<file path="config.mk">
export PLATFORM = sky130hd
export DESIGN_NAME = adc_sequencer_flat
export DESIGN_NICKNAME = d
export VERILOG_FILES = /design/src/rtl/adc_pkg.sv /design/src/rtl/adc_sequencer_if.sv /design/src/rtl/seq_timer.sv /design/src/rtl/adc_sequencer.sv /design/src/flat_wrapper.sv
export SDC_FILE = /design/constraint.sdc
export NUM_CORES = 1
export LEC_CHECK = 0
export ABC_CLOCK_PERIOD_IN_PS = 4080
export BUFFER_PORTS_ARGS = -buffer_cell sky130_fd_sc_hd__buf_2
export CELL_PAD_IN_SITES_DETAIL_PLACEMENT = 1
export CELL_PAD_IN_SITES_GLOBAL_PLACEMENT = 1
export CORE_MARGIN = 1.5
export CORE_UTILIZATION = 40
export CTS_BUF_LIST = sky130_fd_sc_hd__clkbuf_4
export CTS_CLUSTER_DIAMETER = 80
export CTS_CLUSTER_SIZE = 20
export DETAILED_ROUTE_END_ITERATION = 7
export HOLD_SLACK_MARGIN = 0.08
export MAX_ROUTING_LAYER = met4
export PLACE_DENSITY_LB_ADDON = 0.15
export REMOVE_ABC_BUFFERS = 1
export SYNTH_ARGS = -nofsm -noshare
export SYNTH_HDL_FRONTEND = slang
export SYNTH_SLANG_ARGS = --single-unit
</file>
<file path="constraint.sdc">
create_clock -name clk -period 4.08 [get_ports clk]
set_input_delay 0.204 -clock clk [delete_from_list [all_inputs] [get_ports clk]]
set_output_delay 0.204 -clock clk [all_outputs]
set_load 0.1 [all_outputs]
</file>
<file path="src/rtl/adc_pkg.sv">
// Shared definitions for the SAR ADC conversion sequencer.
// Contents: default sizes, the phase-length type, the FSM state enum,
// reset constants and the state-to-strobe mapping.
package adc_pkg;

  localparam int unsigned MADC_DEFAULT = 17;
  localparam int unsigned WCNT_DEFAULT = 8;

  typedef logic [WCNT_DEFAULT-1:0] len_t;

  typedef enum logic [2:0] {
    S_IDLE,
    S_INIT,
    S_SAMP,
    S_COMP,
    S_UPDATE
  } state_t;

  localparam state_t     STATE_RST   = S_IDLE;
  localparam logic [3:0] STROBE_NONE = 4'b0000;

  // One-hot strobe vector {init, samp, comp, update} for a state
  function automatic logic [3:0] phase_strobe(input state_t s);
    case (s)
      S_INIT:   return 4'b1000;
      S_SAMP:   return 4'b0100;
      S_COMP:   return 4'b0010;
      S_UPDATE: return 4'b0001;
      default:  return STROBE_NONE;
    endcase
  endfunction

endpackage

</file>
<file path="src/rtl/adc_sequencer_if.sv">
// Sequencer bus: control/config inputs, ADC phase strobes, comparator
// return path and the valid/ready result port.
// master = readout/config side plus ADC model, slave = the sequencer.
interface adc_sequencer_if
  import adc_pkg::*;
#(
  parameter int unsigned Madc = MADC_DEFAULT,
  parameter int unsigned Wcnt = WCNT_DEFAULT
);

  logic            start;
  logic            cont;
  logic [Wcnt-1:0] cfg_init_len;
  logic [Wcnt-1:0] cfg_samp_len;
  logic [Wcnt-1:0] cfg_comp_len;
  logic [Wcnt-1:0] cfg_update_len;
  logic            comp_out;
  logic            seq_init;
  logic            seq_samp;
  logic            seq_comp;
  logic            seq_update;
  logic            busy;
  logic [Madc-1:0] res_data;
  logic            res_valid;
  logic            res_ready;
  logic            overrun;

  modport master (
    output start, cont, cfg_init_len, cfg_samp_len, cfg_comp_len,
           cfg_update_len, comp_out, res_ready,
    input  seq_init, seq_samp, seq_comp, seq_update, busy,
           res_data, res_valid, overrun
  );

  modport slave (
    input  start, cont, cfg_init_len, cfg_samp_len, cfg_comp_len,
           cfg_update_len, comp_out, res_ready,
    output seq_init, seq_samp, seq_comp, seq_update, busy,
           res_data, res_valid, overrun
  );

endinterface

</file>
<file path="src/rtl/seq_timer.sv">
// Loadable phase-length down-counter.
// Ports: clk, rst (sync, active high), load/len start a new phase
// (len 0 behaves as 1), last is high during the final cycle of the phase.
module seq_timer #(
  parameter int unsigned Wcnt = 8
) (
  input  logic            clk,
  input  logic            rst,
  input  logic            load,
  input  logic [Wcnt-1:0] len,
  output logic            last
);

  logic [Wcnt-1:0] cnt;

  // last is registered alongside cnt so it is valid in the first phase cycle
  always_ff @(posedge clk) begin
    if (rst) begin
      cnt  <= '0;
      last <= 1'b0;
    end else if (load) begin
      cnt  <= (len == '0) ? '0 : len - Wcnt'(1);
      last <= (len <= Wcnt'(1));
    end else if (cnt != '0) begin
      cnt  <= cnt - Wcnt'(1);
      last <= (cnt == Wcnt'(1));
    end
  end

endmodule

</file>
<file path="src/rtl/adc_sequencer.sv">
// Conversion sequencer and result collector for the SAR adc macro.
// Ports: clk, rst (sync, active high), bus (slave modport) carrying
// start/cont, phase-length config, comp_out, the four phase strobes,
// busy, and the res_data/res_valid/res_ready/overrun result port.
module adc_sequencer
  import adc_pkg::*;
#(
  parameter int unsigned Madc = MADC_DEFAULT,
  parameter int unsigned Wcnt = WCNT_DEFAULT
) (
  input logic            clk,
  input logic            rst,
  adc_sequencer_if.slave bus
);

  localparam int unsigned Kw    = (Madc > 1) ? $clog2(Madc) : 1;
  localparam logic [Kw-1:0] K_TOP = Kw'(Madc - 1);

  state_t          state;
  logic [3:0]      strobe;
  logic [Kw-1:0]   k;
  logic [Wcnt-1:0] sh_samp;
  logic [Wcnt-1:0] sh_comp;
  logic [Wcnt-1:0] sh_update;
  // Decisions for bits Madc-1..1; bit 0 is taken straight from comp_out
  logic [Madc-2:0] shift;

  logic            tmr_load;
  logic [Wcnt-1:0] tmr_len;
  logic            tmr_last;

  assign bus.seq_init   = strobe[3];
  assign bus.seq_samp   = strobe[2];
  assign bus.seq_comp   = strobe[1];
  assign bus.seq_update = strobe[0];

  // Every phase end enters a new phase, so the timer reloads on last
  assign tmr_load = (state == S_IDLE) ? (bus.start | bus.cont) : tmr_last;

  // Length of the phase entered at the next edge
  always_comb begin
    tmr_len = sh_comp;
    case (state)
      S_IDLE:   tmr_len = bus.cfg_init_len;
      S_INIT:   tmr_len = sh_samp;
      S_SAMP:   tmr_len = sh_comp;
      S_COMP:   tmr_len = (k != '0) ? sh_update : bus.cfg_init_len;
      S_UPDATE: tmr_len = sh_comp;
      default:  tmr_len = sh_comp;
    endcase
  end

  seq_timer #(
    .Wcnt (Wcnt)
  ) u_timer (
    .clk  (clk),
    .rst  (rst),
    .load (tmr_load),
    .len  (tmr_len),
    .last (tmr_last)
  );

  // Phase FSM, shift register and one-entry result register
  always_ff @(posedge clk) begin
    if (rst) begin
      state         <= STATE_RST;
      strobe        <= STROBE_NONE;
      bus.busy      <= 1'b0;
      k             <= '0;
      sh_samp       <= '0;
      sh_comp       <= '0;
      sh_update     <= '0;
      shift         <= '0;
      bus.res_data  <= '0;
      bus.res_valid <= 1'b0;
      bus.overrun   <= 1'b0;
    end else begin
      // Handshake clears valid; a result loaded below on this edge wins
      if (bus.res_valid && bus.res_ready) bus.res_valid <= 1'b0;

      case (state)
        S_IDLE: begin
          if (bus.start || bus.cont) begin
            state     <= S_INIT;
            strobe    <= phase_strobe(S_INIT);
            bus.busy  <= 1'b1;
            k         <= K_TOP;
            sh_samp   <= bus.cfg_samp_len;
            sh_comp   <= bus.cfg_comp_len;
            sh_update <= bus.cfg_update_len;
          end
        end
        S_INIT: begin
          if (tmr_last) begin
            state  <= S_SAMP;
            strobe <= phase_strobe(S_SAMP);
          end
        end
        S_SAMP: begin
          if (tmr_last) begin
            state  <= S_COMP;
            strobe <= phase_strobe(S_COMP);
          end
        end
        S_COMP: begin
          if (tmr_last) begin
            if (k != '0) begin
              shift  <= (Madc-1)'({shift, bus.comp_out});
              k      <= k - Kw'(1);
              state  <= S_UPDATE;
              strobe <= phase_strobe(S_UPDATE);
            end else begin
              if (!bus.res_valid || bus.res_ready) begin
                bus.res_data  <= {shift, bus.comp_out};
                bus.res_valid <= 1'b1;
              end else begin
                bus.overrun <= 1'b1;
              end
              if (bus.cont) begin
                state     <= S_INIT;
                strobe    <= phase_strobe(S_INIT);
                k         <= K_TOP;
                sh_samp   <= bus.cfg_samp_len;
                sh_comp   <= bus.cfg_comp_len;
                sh_update <= bus.cfg_update_len;
              end else begin
                state    <= S_IDLE;
                strobe   <= STROBE_NONE;
                bus.busy <= 1'b0;
              end
            end
          end
        end
        S_UPDATE: begin
          if (tmr_last) begin
            state  <= S_COMP;
            strobe <= phase_strobe(S_COMP);
          end
        end
        default: begin
          state    <= S_IDLE;
          strobe   <= STROBE_NONE;
          bus.busy <= 1'b0;
        end
      endcase
    end
  end

endmodule

</file>
<file path="src/flat_wrapper.sv">
// flat-port wrapper written by rule: the top's interface ports become plain ports
module adc_sequencer_flat import adc_pkg::*;
#(
  parameter int unsigned Madc = MADC_DEFAULT,
  parameter int unsigned Wcnt = WCNT_DEFAULT
)
  (clk, rst, bus_start, bus_cont, bus_cfg_init_len, bus_cfg_samp_len, bus_cfg_comp_len, bus_cfg_update_len, bus_comp_out, bus_res_ready, bus_seq_init, bus_seq_samp, bus_seq_comp, bus_seq_update, bus_busy, bus_res_data, bus_res_valid, bus_overrun);
  adc_sequencer_if #(.Madc(Madc), .Wcnt(Wcnt)) bus_i ();
  input logic clk;
  input logic rst;
  input wire logic [$bits(bus_i.start)-1:0] bus_start;
  input wire logic [$bits(bus_i.cont)-1:0] bus_cont;
  input wire logic [$bits(bus_i.cfg_init_len)-1:0] bus_cfg_init_len;
  input wire logic [$bits(bus_i.cfg_samp_len)-1:0] bus_cfg_samp_len;
  input wire logic [$bits(bus_i.cfg_comp_len)-1:0] bus_cfg_comp_len;
  input wire logic [$bits(bus_i.cfg_update_len)-1:0] bus_cfg_update_len;
  input wire logic [$bits(bus_i.comp_out)-1:0] bus_comp_out;
  input wire logic [$bits(bus_i.res_ready)-1:0] bus_res_ready;
  output wire logic [$bits(bus_i.seq_init)-1:0] bus_seq_init;
  output wire logic [$bits(bus_i.seq_samp)-1:0] bus_seq_samp;
  output wire logic [$bits(bus_i.seq_comp)-1:0] bus_seq_comp;
  output wire logic [$bits(bus_i.seq_update)-1:0] bus_seq_update;
  output wire logic [$bits(bus_i.busy)-1:0] bus_busy;
  output wire logic [$bits(bus_i.res_data)-1:0] bus_res_data;
  output wire logic [$bits(bus_i.res_valid)-1:0] bus_res_valid;
  output wire logic [$bits(bus_i.overrun)-1:0] bus_overrun;
  assign bus_i.start = bus_start;
  assign bus_i.cont = bus_cont;
  assign bus_i.cfg_init_len = bus_cfg_init_len;
  assign bus_i.cfg_samp_len = bus_cfg_samp_len;
  assign bus_i.cfg_comp_len = bus_cfg_comp_len;
  assign bus_i.cfg_update_len = bus_cfg_update_len;
  assign bus_i.comp_out = bus_comp_out;
  assign bus_i.res_ready = bus_res_ready;
  assign bus_seq_init = bus_i.seq_init;
  assign bus_seq_samp = bus_i.seq_samp;
  assign bus_seq_comp = bus_i.seq_comp;
  assign bus_seq_update = bus_i.seq_update;
  assign bus_busy = bus_i.busy;
  assign bus_res_data = bus_i.res_data;
  assign bus_res_valid = bus_i.res_valid;
  assign bus_overrun = bus_i.overrun;
  adc_sequencer #(.Madc(Madc), .Wcnt(Wcnt)) u_core (.clk(clk), .rst(rst), .bus(bus_i));
endmodule
</file>
==> results.py, run 1 <==
metrics = {
    "run_status": {
        "status": "complete, no violations",
    },
    "worst_setup_path": {
        "crit_buf_inv": 0,
        "path_class": "reg -> reg",
        "worstPathCellList": "nor2_1 > o21bai_1 > a2111oi_2 > o22ai_1 > or4_1 > or3_1 > a221oi_2",
        "crit_slowest_cell": "dfxtp_1",
        "rrSetupSlack_ps": 620,
        "reg2reg_from": "u_core.state[1]",
        "worstPathArrival_ps": 3800,
        "worstSetupStartpointType": "register",
        "crit_path_end_kind": "register",
        "reg2reg_to": "u_core.u_timer.cnt[7]",
        "cp.required_ps": 4420,
        "critPathMaxFanout": 23,
        "cpLargestDelayFamily": "compound AO/OA/AOI/OAI gates",
        "cpPeakStageDelay_ps": 800,
        "reg2reg_depth": 7,
    },
    "die": {
        "die_w_um": 98.5,
        "initial_core_util": 0.416,
        "io_pins": 62,
        "core_area_um2": 8760,
        "dieArea_um2": 9700,
        "die_y_um": 98.5,
        "num_rows": 34,
    },
    "final_layout": {
        "area_growth_pct": 22.1,
        "finalNonFillerCells": 640,
        "diodes": 0,
        "layout-drive-gt1-share": 0.182,
        "postLayoutCellArea_um2": 4450,
        "layout.nets": 572,
    },
    "timing": {
        "hold_violations": 0,
        "fin_ws_ps": 617,
        "period_minus_slack_ps": 3460,
        "fin_skew_ps": 21.5,
        "clock.fmax_mhz": 289,
        "rsz0062_at_grt": "no",
        "relSlewSlack": 0.261,
        "setup_viol": 0,
        "finalMaxSlewViolations": 0,
        "worst_pin_slew_ps": 1100,
        "final.period_utilization": 0.849,
    },
    "yosys": {
        "synthDistinctLibCells": 46,
        "syn_avg_cell_area_um2": 8.17,
        "synth_warnings": 0,
        "syn-cell-area_um2": 3650,
        "ys.flop_type": "dfxtp_1",
        "seq_area_frac_synth": 0.439,
        "synth-edff-count": 0,
        "synthCells": 446,
        "synth_seq_cells": 80,
        "synthArstFlopShare": 0,
    },
    "cts": {
        "cts_buffers": 9,
        "post_cts_buffers": 0,
        "clk_pin_slew_ps": 140,
        "root_buffer": "clkbuf_4",
        "cts_buffer_depth": 2,
        "cts_tree": "yes",
        "clk_latency_ps": 430,
        "cts.hold.buffers_added": 26,
        "cts_resized": 0,
        "clkSinkCount": 80,
        "ctsHtreeMaxLevel": 3,
    },
    "pwr": {
        "irDropWorstVdd_mv": 0.241,
        "powerDensity_nw_per_um2": 509,
        "p_leak_nw": 1.83,
        "p_total_mw": 2.27,
    },
    "job": {
        "cap_violations": 0,
    },
    "drt": {
        "antenna_left": 0,
        "drc": 0,
        "firstDrtPassIters": 4,
        "wire_per_inst_um": 15.5,
        "drt-total-wl_um": 9950,
        "num_vias": 3365,
        "via_per_inst": 5.26,
        "drt_iter0_markers": 114,
    },
    "hold_path": {
        "whs_path_depth": 5,
        "min_to": "u_core.u_timer.cnt[3]",
        "hp-class": "in -> reg",
        "holdCritStartpoint": "bus_cfg_init_len[3]",
    },
    "place": {
        "pre_cts_ws_ps": 709,
        "place_congestion": 0.767,
        "placedInstanceArea_um2": 4050,
        "placed_cells": 598,
        "port_buffers": 61,
        "post-dp-hpwl_um": 6720,
    },
    "global_routing": {
        "grt_max_degree": 49,
        "grt_pass1_wl_um": 16600,
        "gr-total-overflow": 0,
        "grt_pass1_vias": 3422,
        "antenna_found_initial": 0,
        "globalRouteTotalUtil": 0.218,
    },
}
## tightest hold or removal path, stage by stage
cell and delay (ps):
buf_2 100, a2111oi_2 80, nor2_1 110, xnor2_1 140, o21ai_1 70
## cell type report
class / instances / area, um^2
Clock inverter: 7 / 77.6
Fill cell: 1066 / 4310
Sequential cell: 80 / 1600
Inverter: 8 / 30.0
Multi-Input combinational cell: 334 / 1920
Timing Repair Buffer: 94 / 618
Tap cell: 108 / 135
Clock buffer: 9 / 67.6
## cell usage in the layout, fill, tap and decap left out, types with 6 or more instances in the layout
cell and instances:
and2_1 7, a21oi_1 50, inv_1 6, dfxtp_1 80, ha_1 7, nor3_1 21
or3_1 6, nand3_1 7, nor2_1 56, o21ai_1 6, nand2_1 80, buf_4 7
mux2i_1 25, and3_1 8, dlygate4sd3_1 26, xnor2_1 9, clkbuf_4 9, buf_2 61
## kinds of logic after synthesis
| family | Yosys count | share of synthesized area |
|---|---|---|
| AO/OA/AOI/OAI | 89 | 0.158 |
| XOR/XNOR | 14 | 0.0336 |
| adder cells (fa/ha/maj) | 7 | 0.0240 |
| buffers and inverters | 32 | 0.0350 |
| flip-flops | 80 | 0.439 |
| multiplexers | 25 | 0.0686 |
| AND/OR/NAND/NOR | 199 | 0.242 |
## through the flow
stage,hold WS [ps],utilization,TNS (ps)
6_report,319,0.508,0
5_1_grt,335,0.508,0
4_1_cts,297,0.508,0
3_5_place_dp,442,0.462,0
3_3_place_gp,436,0.462,0
2_1_floorplan,270,-,-31800
## Yosys cell counts, types with 6 or more instances
cell | instances | share of area
dfxtp_1 | 80 | 0.44
nand2_1 | 80 | 0.082
nor2_1 | 56 | 0.058
a21oi_1 | 50 | 0.069
mux2i_1 | 25 | 0.069
nor3_1 | 22 | 0.030
clkbuf_1 | 21 | 0.022
xnor2_1 | 9 | 0.022
and3_1 | 8 | 0.014
and2_1 | 7 | 0.012
ha_1 | 7 | 0.024
nand3_1 | 7 | 0.0096
inv_1 | 6 | 0.0062
o21ai_1 | 6 | 0.0082
or3_1 | 6 | 0.010
## how the worst max path moves through the flow
stage / startpoint / to / slack [ps] / cells after the start
global placement: u_core.state[1] / u_core.u_timer.cnt[1] / 850 / 10
floorplan: u_core.strobe[0] / u_core.sh_comp[0] / -1070 / 5
detailed placement: u_core.state[1] / u_core.u_timer.cnt[1] / 710 / 10
CTS: u_core.state[1] / u_core.u_timer.cnt[7] / 660 / 7
finish: u_core.state[1] / u_core.u_timer.cnt[7] / 620 / 7
global route: u_core.state[1] / u_core.u_timer.cnt[1] / 360 / 10
## where the power goes
| group | total (mW) | internal, mW | switching (mW) |
|---|---|---|---|
| Sequential | 0.979 | 0.885 | 0.0941 |
| Combinational | 0.786 | 0.331 | 0.454 |
| Clock | 0.501 | 0.195 | 0.306 |
| Total | 2.27 | 1.41 | 0.855 |
## layer usage
layer  global-route usage  up-vias  share of wire
met5                    -        -              0
met4               0.0748        0          0.017
met3               0.0326       13          0.024
met2                0.355       47           0.48
met1                0.277     1614           0.48
li1                     -     1691              -
## state kept, by name (all words and copies together), names as in the netlist
register	count
u_core.bus.busy	1
u_core.bus.overrun	1
u_core.bus.res_data	17
u_core.bus.res_valid	1
u_core.k	5
u_core.sh_comp	8
u_core.sh_samp	8
u_core.sh_update	8
u_core.shift	16
u_core.state	2
u_core.strobe	4
u_core.u_timer.cnt	8
u_core.u_timer.last	1
(Power assumes the default switching activity.)
==> inputs of run 2 (changes only) <==
Settings changed: ABC_CLOCK_PERIOD_IN_PS 4080 to 3300.
Clock period 4.08 ns to 3.3 ns, I/O delays scaled along.
==> run 2 against run 1 <==
Net effect: routed wire length increased by 5.4%; hold slack got worse by 74 ps; clock skew decreased by 7.1 ps; first-iteration DRC count decreased by 39%; cell area increased by 4.3%; critical endpoint unchanged; largest cell class unchanged; sequential cell count unchanged; total power increased by 32%; critical path type unchanged.
==> results.py, run 2 (synthesis gave the netlist of run 1 again) <==
metrics = {
    "drt": {
        "wire_per_inst_um": 16.1,
        "met2_wirelength_um": 5200,
        "drc": 0,
        "met1_length_um": 4890,
        "drt-total-wl_um": 10500,
        "drt_iter0_markers": 70,
        "firstDrtPassIters": 4,
        "num_vias": 3415,
        "wl_met3_um": 234,
        "via_per_inst": 5.24,
        "top_layer": "met4",
        "antenna_left": 0,
    },
    "timing": {
        "setup_viol": 0,
        "relSlewSlack": 0.464,
        "worst_pin_slew_ps": 804,
        "period_minus_slack_ps": 3150,
        "clock.fmax_mhz": 318,
        "fin_skew_ps": 14.4,
        "tns_ps": 0,
        "finalMaxSlewViolations": 0,
        "hold_violations": 0,
        "final.period_utilization": 0.954,
    },
    "global_routing": {
        "antenna_found_initial": 0,
        "grt_pass1_wl_um": 16900,
        "grt_pass1_vias": 3524,
        "gr-total-overflow": 0,
        "grt_max_degree": 44,
        "globalRouteTotalUtil": 0.223,
    },
    "die": {
        "io_pins": 62,
        "initial_core_util": 0.416,
        "core_area_um2": 8760,
        "num_rows": 34,
        "die_w_um": 98.5,
        "die_y_um": 98.5,
        "dieArea_um2": 9700,
    },
    "final_layout": {
        "largest_register_ffs": 17,
        "mostFrequentLayoutCell": "nand2_1",
        "diodes": 0,
        "finalNonFillerCells": 652,
        "fill_cells": 1064,
        "layout.nets": 584,
        "multiInputGateArea_um2": 2010,
        "layout-drive-gt1-share": 0.213,
        "area_growth_pct": 27.4,
        "top_register": "u_core.bus.res_data",
        "postLayoutCellArea_um2": 4640,
        "top_regs": "u_core.bus.res_data (17), u_core.shift (16)",
        "final_cell_mix": "nand2_1, dfxtp_1, buf_2",
        "regArea_um2": 1600,
    },
    "cts": {
        "cts_buffers": 9,
        "clkSinkCount": 80,
        "clk_pin_slew_ps": 140,
        "clk_latency_ps": 440,
        "ctsHtreeMaxLevel": 3,
        "cts_tree": "yes",
        "root_buffer": "clkbuf_4",
        "cts_buffer_depth": 2,
    },
    "hold_path": {
        "hp-class": "in -> reg",
    },
    "place": {
        "place_congestion": 0.833,
        "post-dp-hpwl_um": 6870,
        "placed_cells": 603,
        "placedInstanceArea_um2": 4100,
        "port_buffers": 61,
    },
    "job": {
        "cap_violations": 0,
    },
    "pwr": {
        "p_leak_nw": 1.91,
        "irDropWorstVdd_mv": 0.352,
        "p_total_mw": 2.98,
        "powerDensity_nw_per_um2": 642,
    },
    "worst_setup_path": {
        "cp.required_ps": 3670,
        "critPathMaxFanout": 5,
        "worstPathArrival_ps": 3520,
        "path_class": "reg -> reg",
        "worstSetupStartpointType": "register",
        "crit_path_end_kind": "register",
    },
    "run_status": {
        "status": "complete, no violations",
    },
}
## run 2: cell count changes in the layout (fill, tap and decap cells not counted), sizes merged
cell | before | now
buf | 68 | 79
clkinv | 3 | 0
clkinvlp | 0 | 2
inv | 11 | 12
or4b | 1 | 2
## run 2: worst max-delay path, cell delays in order, from the launching register on
cell and delay, ps:
dfxtp_2 360, inv_1 80, ha_1 160, or4b_4 500, and3_1 240, a2111oi_4 420
nor2_1 160, or4_4 570, or3_1 350, a221oi_2 240
## run 2: repair_timing
item / in CTS / in global routing
endpoints found under the setup margin: 2 / 8
setup buffers: 0 / 6
pin swaps: 0 / 3
resized for setup: 1 / 11
cloned: 0 / 1
hold buffers: 26 / 0
hold endpoints to repair: 28 / 0
## run 2: layout make-up
class / instances / share of cell area
clock buffers: 9 / 0.0145
clock inverters: 7 / 0.0183
inverters: 8 / 0.00647
multi-input cells: 335 / 0.433
flip-flops and latches: 80 / 0.345
well taps: 108 / 0.0291
repair buffers: 105 / 0.154
## run 2: routing by layer
metal / vias to the layer above / GRT usage
met4: 0 / 0.0758
met2: 52 / 0.371
met1: 1626 / 0.272
met5: - / -
met3: 15 / 0.0397
li1: 1722 / -
## run 2: path summary, 6_finish.rpt
check                                              from                 endpoint  slack [ps]  depth (start not counted)
worst min-delay path                bus_cfg_init_len[5]    u_core.u_timer.cnt[5]         250                          5
worst max-delay path                        u_core.k[0]    u_core.u_timer.cnt[7]         150                          9
worst min register to register  u_core.bus.res_data[13]  u_core.bus.res_data[13]         460                          2
worst max register to register              u_core.k[0]    u_core.u_timer.cnt[7]         150                          9
## run 2: stage by stage
step	util	hold WS (ps)	setup WS, ps
finish	0.530	245	151
global route	0.530	255	-38.6
CTS	0.515	195	51.3
detailed placement	0.467	408	5.09
global placement	0.467	399	137
floorplan	-	231	-1850
## run 2: report_power, final
part           switching, mW  total [mW]  internal, mW
combinational          0.627        1.13         0.501
clock                  0.399       0.646         0.246
sequential             0.113        1.21          1.09
==> inputs of run 3 (changes only) <==
Settings changed: GPL_TIMING_DRIVEN set to 0.
==> run 3 against run 2 <==
Net effect: worst setup slack worse by 56 ps; first-iteration DRC count increased by 43%; cell count fell by 1.2%; via count grew 0.70%; critical path type unchanged.
==> results.py, run 3 (synthesis gave the netlist of run 1 again) <==
metrics = {
    "cts": {
        "cts_tree": "yes",
        "ctsHtreeMaxLevel": 3,
        "clk_pin_slew_ps": 150,
        "clk_latency_ps": 440,
        "cts_buffers": 9,
        "clkSinkCount": 80,
        "root_buffer": "clkbuf_4",
        "cts_buffer_depth": 2,
    },
    "final_layout": {
        "diodes": 0,
        "area_growth_pct": 27.4,
        "layout-drive-gt1-share": 0.211,
        "final_cell_mix": "nand2_1, dfxtp_1, buf_2",
        "mostFrequentLayoutCell": "nand2_1",
        "postLayoutCellArea_um2": 4650,
        "top_regs": "u_core.bus.res_data (17), u_core.shift (16)",
        "largest_register_ffs": 17,
        "layout.nets": 576,
        "finalNonFillerCells": 644,
        "fill_cells": 1071,
        "top_register": "u_core.bus.res_data",
    },
    "worst_setup_path": {
        "critPathMaxFanout": 8,
        "worstSetupStartpointType": "register",
        "path_class": "reg -> reg",
        "reg2reg_depth": 11,
        "cp.required_ps": 3650,
        "worstPathArrival_ps": 3560,
        "crit_path_end_kind": "register",
    },
    "pwr": {
        "p_sw_mw": 1.15,
        "pwr-share-clk": 0.218,
        "p_int_mw": 1.84,
        "p_sw_frac": 0.384,
        "seqPwrFrac": 0.406,
        "irDropWorstVdd_mv": 0.369,
        "pwr-share-comb": 0.376,
        "p_leak_nw": 1.88,
        "powerDensity_nw_per_um2": 643,
    },
    "drt": {
        "via_per_inst": 5.34,
        "antenna_left": 0,
        "num_vias": 3439,
        "drt-total-wl_um": 10100,
        "drc": 0,
        "wire_per_inst_um": 15.7,
        "firstDrtPassIters": 4,
        "drt_iter0_markers": 100,
    },
    "timing": {
        "relSlewSlack": 0.218,
        "worst_pin_slew_ps": 1170,
        "finalMaxSlewViolations": 0,
        "setup_viol": 0,
        "fin_skew_ps": 12.0,
        "period_minus_slack_ps": 3210,
        "clock.fmax_mhz": 312,
        "hold_violations": 0,
        "final.period_utilization": 0.971,
    },
    "place": {
        "post-dp-hpwl_um": 6320,
        "place_congestion": 0.830,
        "port_buffers": 61,
        "placedInstanceArea_um2": 4050,
        "placed_cells": 595,
    },
    "hold_path": {
        "hp-class": "in -> reg",
        "whs_path_depth": 5,
    },
    "global_routing": {
        "grt_max_degree": 78,
        "grt_pass1_wl_um": 16300,
        "gr-total-overflow": 0,
        "antenna_found_initial": 0,
        "globalRouteTotalUtil": 0.214,
        "grt_pass1_vias": 3433,
    },
    "die": {
        "die_w_um": 98.5,
        "io_pins": 62,
        "core_area_um2": 8760,
        "num_rows": 34,
        "initial_core_util": 0.416,
        "die_y_um": 98.5,
        "dieArea_um2": 9700,
    },
    "job": {
        "cap_violations": 0,
    },
    "run_status": {
        "status": "complete, no violations",
    },
}
-- run 3: repair_timing --
action	in CTS	in global routing
endpoints found under the setup margin	31	8
pin swaps	0	2
cloned	0	1
setup buffers	0	6
gates resized for setup	6	13
endpoints found under the hold margin	28	0
hold buffers	26	0
-- run 3: power by group through the flow --
stage | combinational (mW) | clock (mW) | sequential [mW]
floorplan | 0.698 | 0 | 1.23
global placement | 0.930 | 0 | 1.22
detailed placement | 0.962 | 0 | 1.23
CTS | 1.01 | 0.671 | 1.21
global route | 1.25 | 0.707 | 1.23
finish | 1.12 | 0.651 | 1.21
-- run 3: area by class of cell --
type,instances,area (um^2),area share
sequential,80,1600,0.345
tap,108,135,0.0291
timing repair buffer,97,662,0.142
clock buffer,9,67.6,0.0145
clock inverter,7,83.8,0.0180
multi-input combinational,335,2060,0.444
inverter,8,30.0,0.00646
-- run 3: worst paths after layout --
kind | startpoint | endpoint | slack, ps
hold reg to reg | u_core.bus.res_data[6] | u_core.bus.res_data[6] | 460
setup reg to reg | u_core.k[0] | u_core.u_timer.cnt[4] | 90
hold / removal | bus_cfg_init_len[0] | u_core.u_timer.cnt[0] | 270
setup / recovery | u_core.k[0] | u_core.u_timer.cnt[4] | 90
-- run 3: worst max-delay path, stage by stage, from the launching register on --
cell,delay [ps]
dfxtp_1,360
inv_1,90
ha_2,190
or4b_4,520
o21bai_4,440
a221oi_2,170
or2_2,360
ha_1,270
o221ai_1,140
xor2_1,240
o21ai_1,130
and3_1,220
-- run 3: per-stage QoR --
stage                     total power, mW   util  worst slack, ps  hold slack (ps)  setup TNS (ps)
after floorplan                      1.93      -            -1850              231          -55980
after global placement               2.15  0.455            -2820              398          -85850
after detailed placement             2.19  0.462             -243              407           -3930
after CTS                            2.89  0.513             27.8              231               0
after global routing                 3.19  0.530            -23.7              274           -60.2
final                                2.99  0.530             94.8              266               0
-- run 3: per-layer routing --
layer	wire length, um	share of wire	GRT usage	up-vias
met5	0	0	-	-
met4	85	0.0084	0.0574	0
met3	325	0.032	0.0362	7
met2	4940	0.49	0.347	56
met1	4750	0.47	0.277	1673
li1	-	-	-	1703
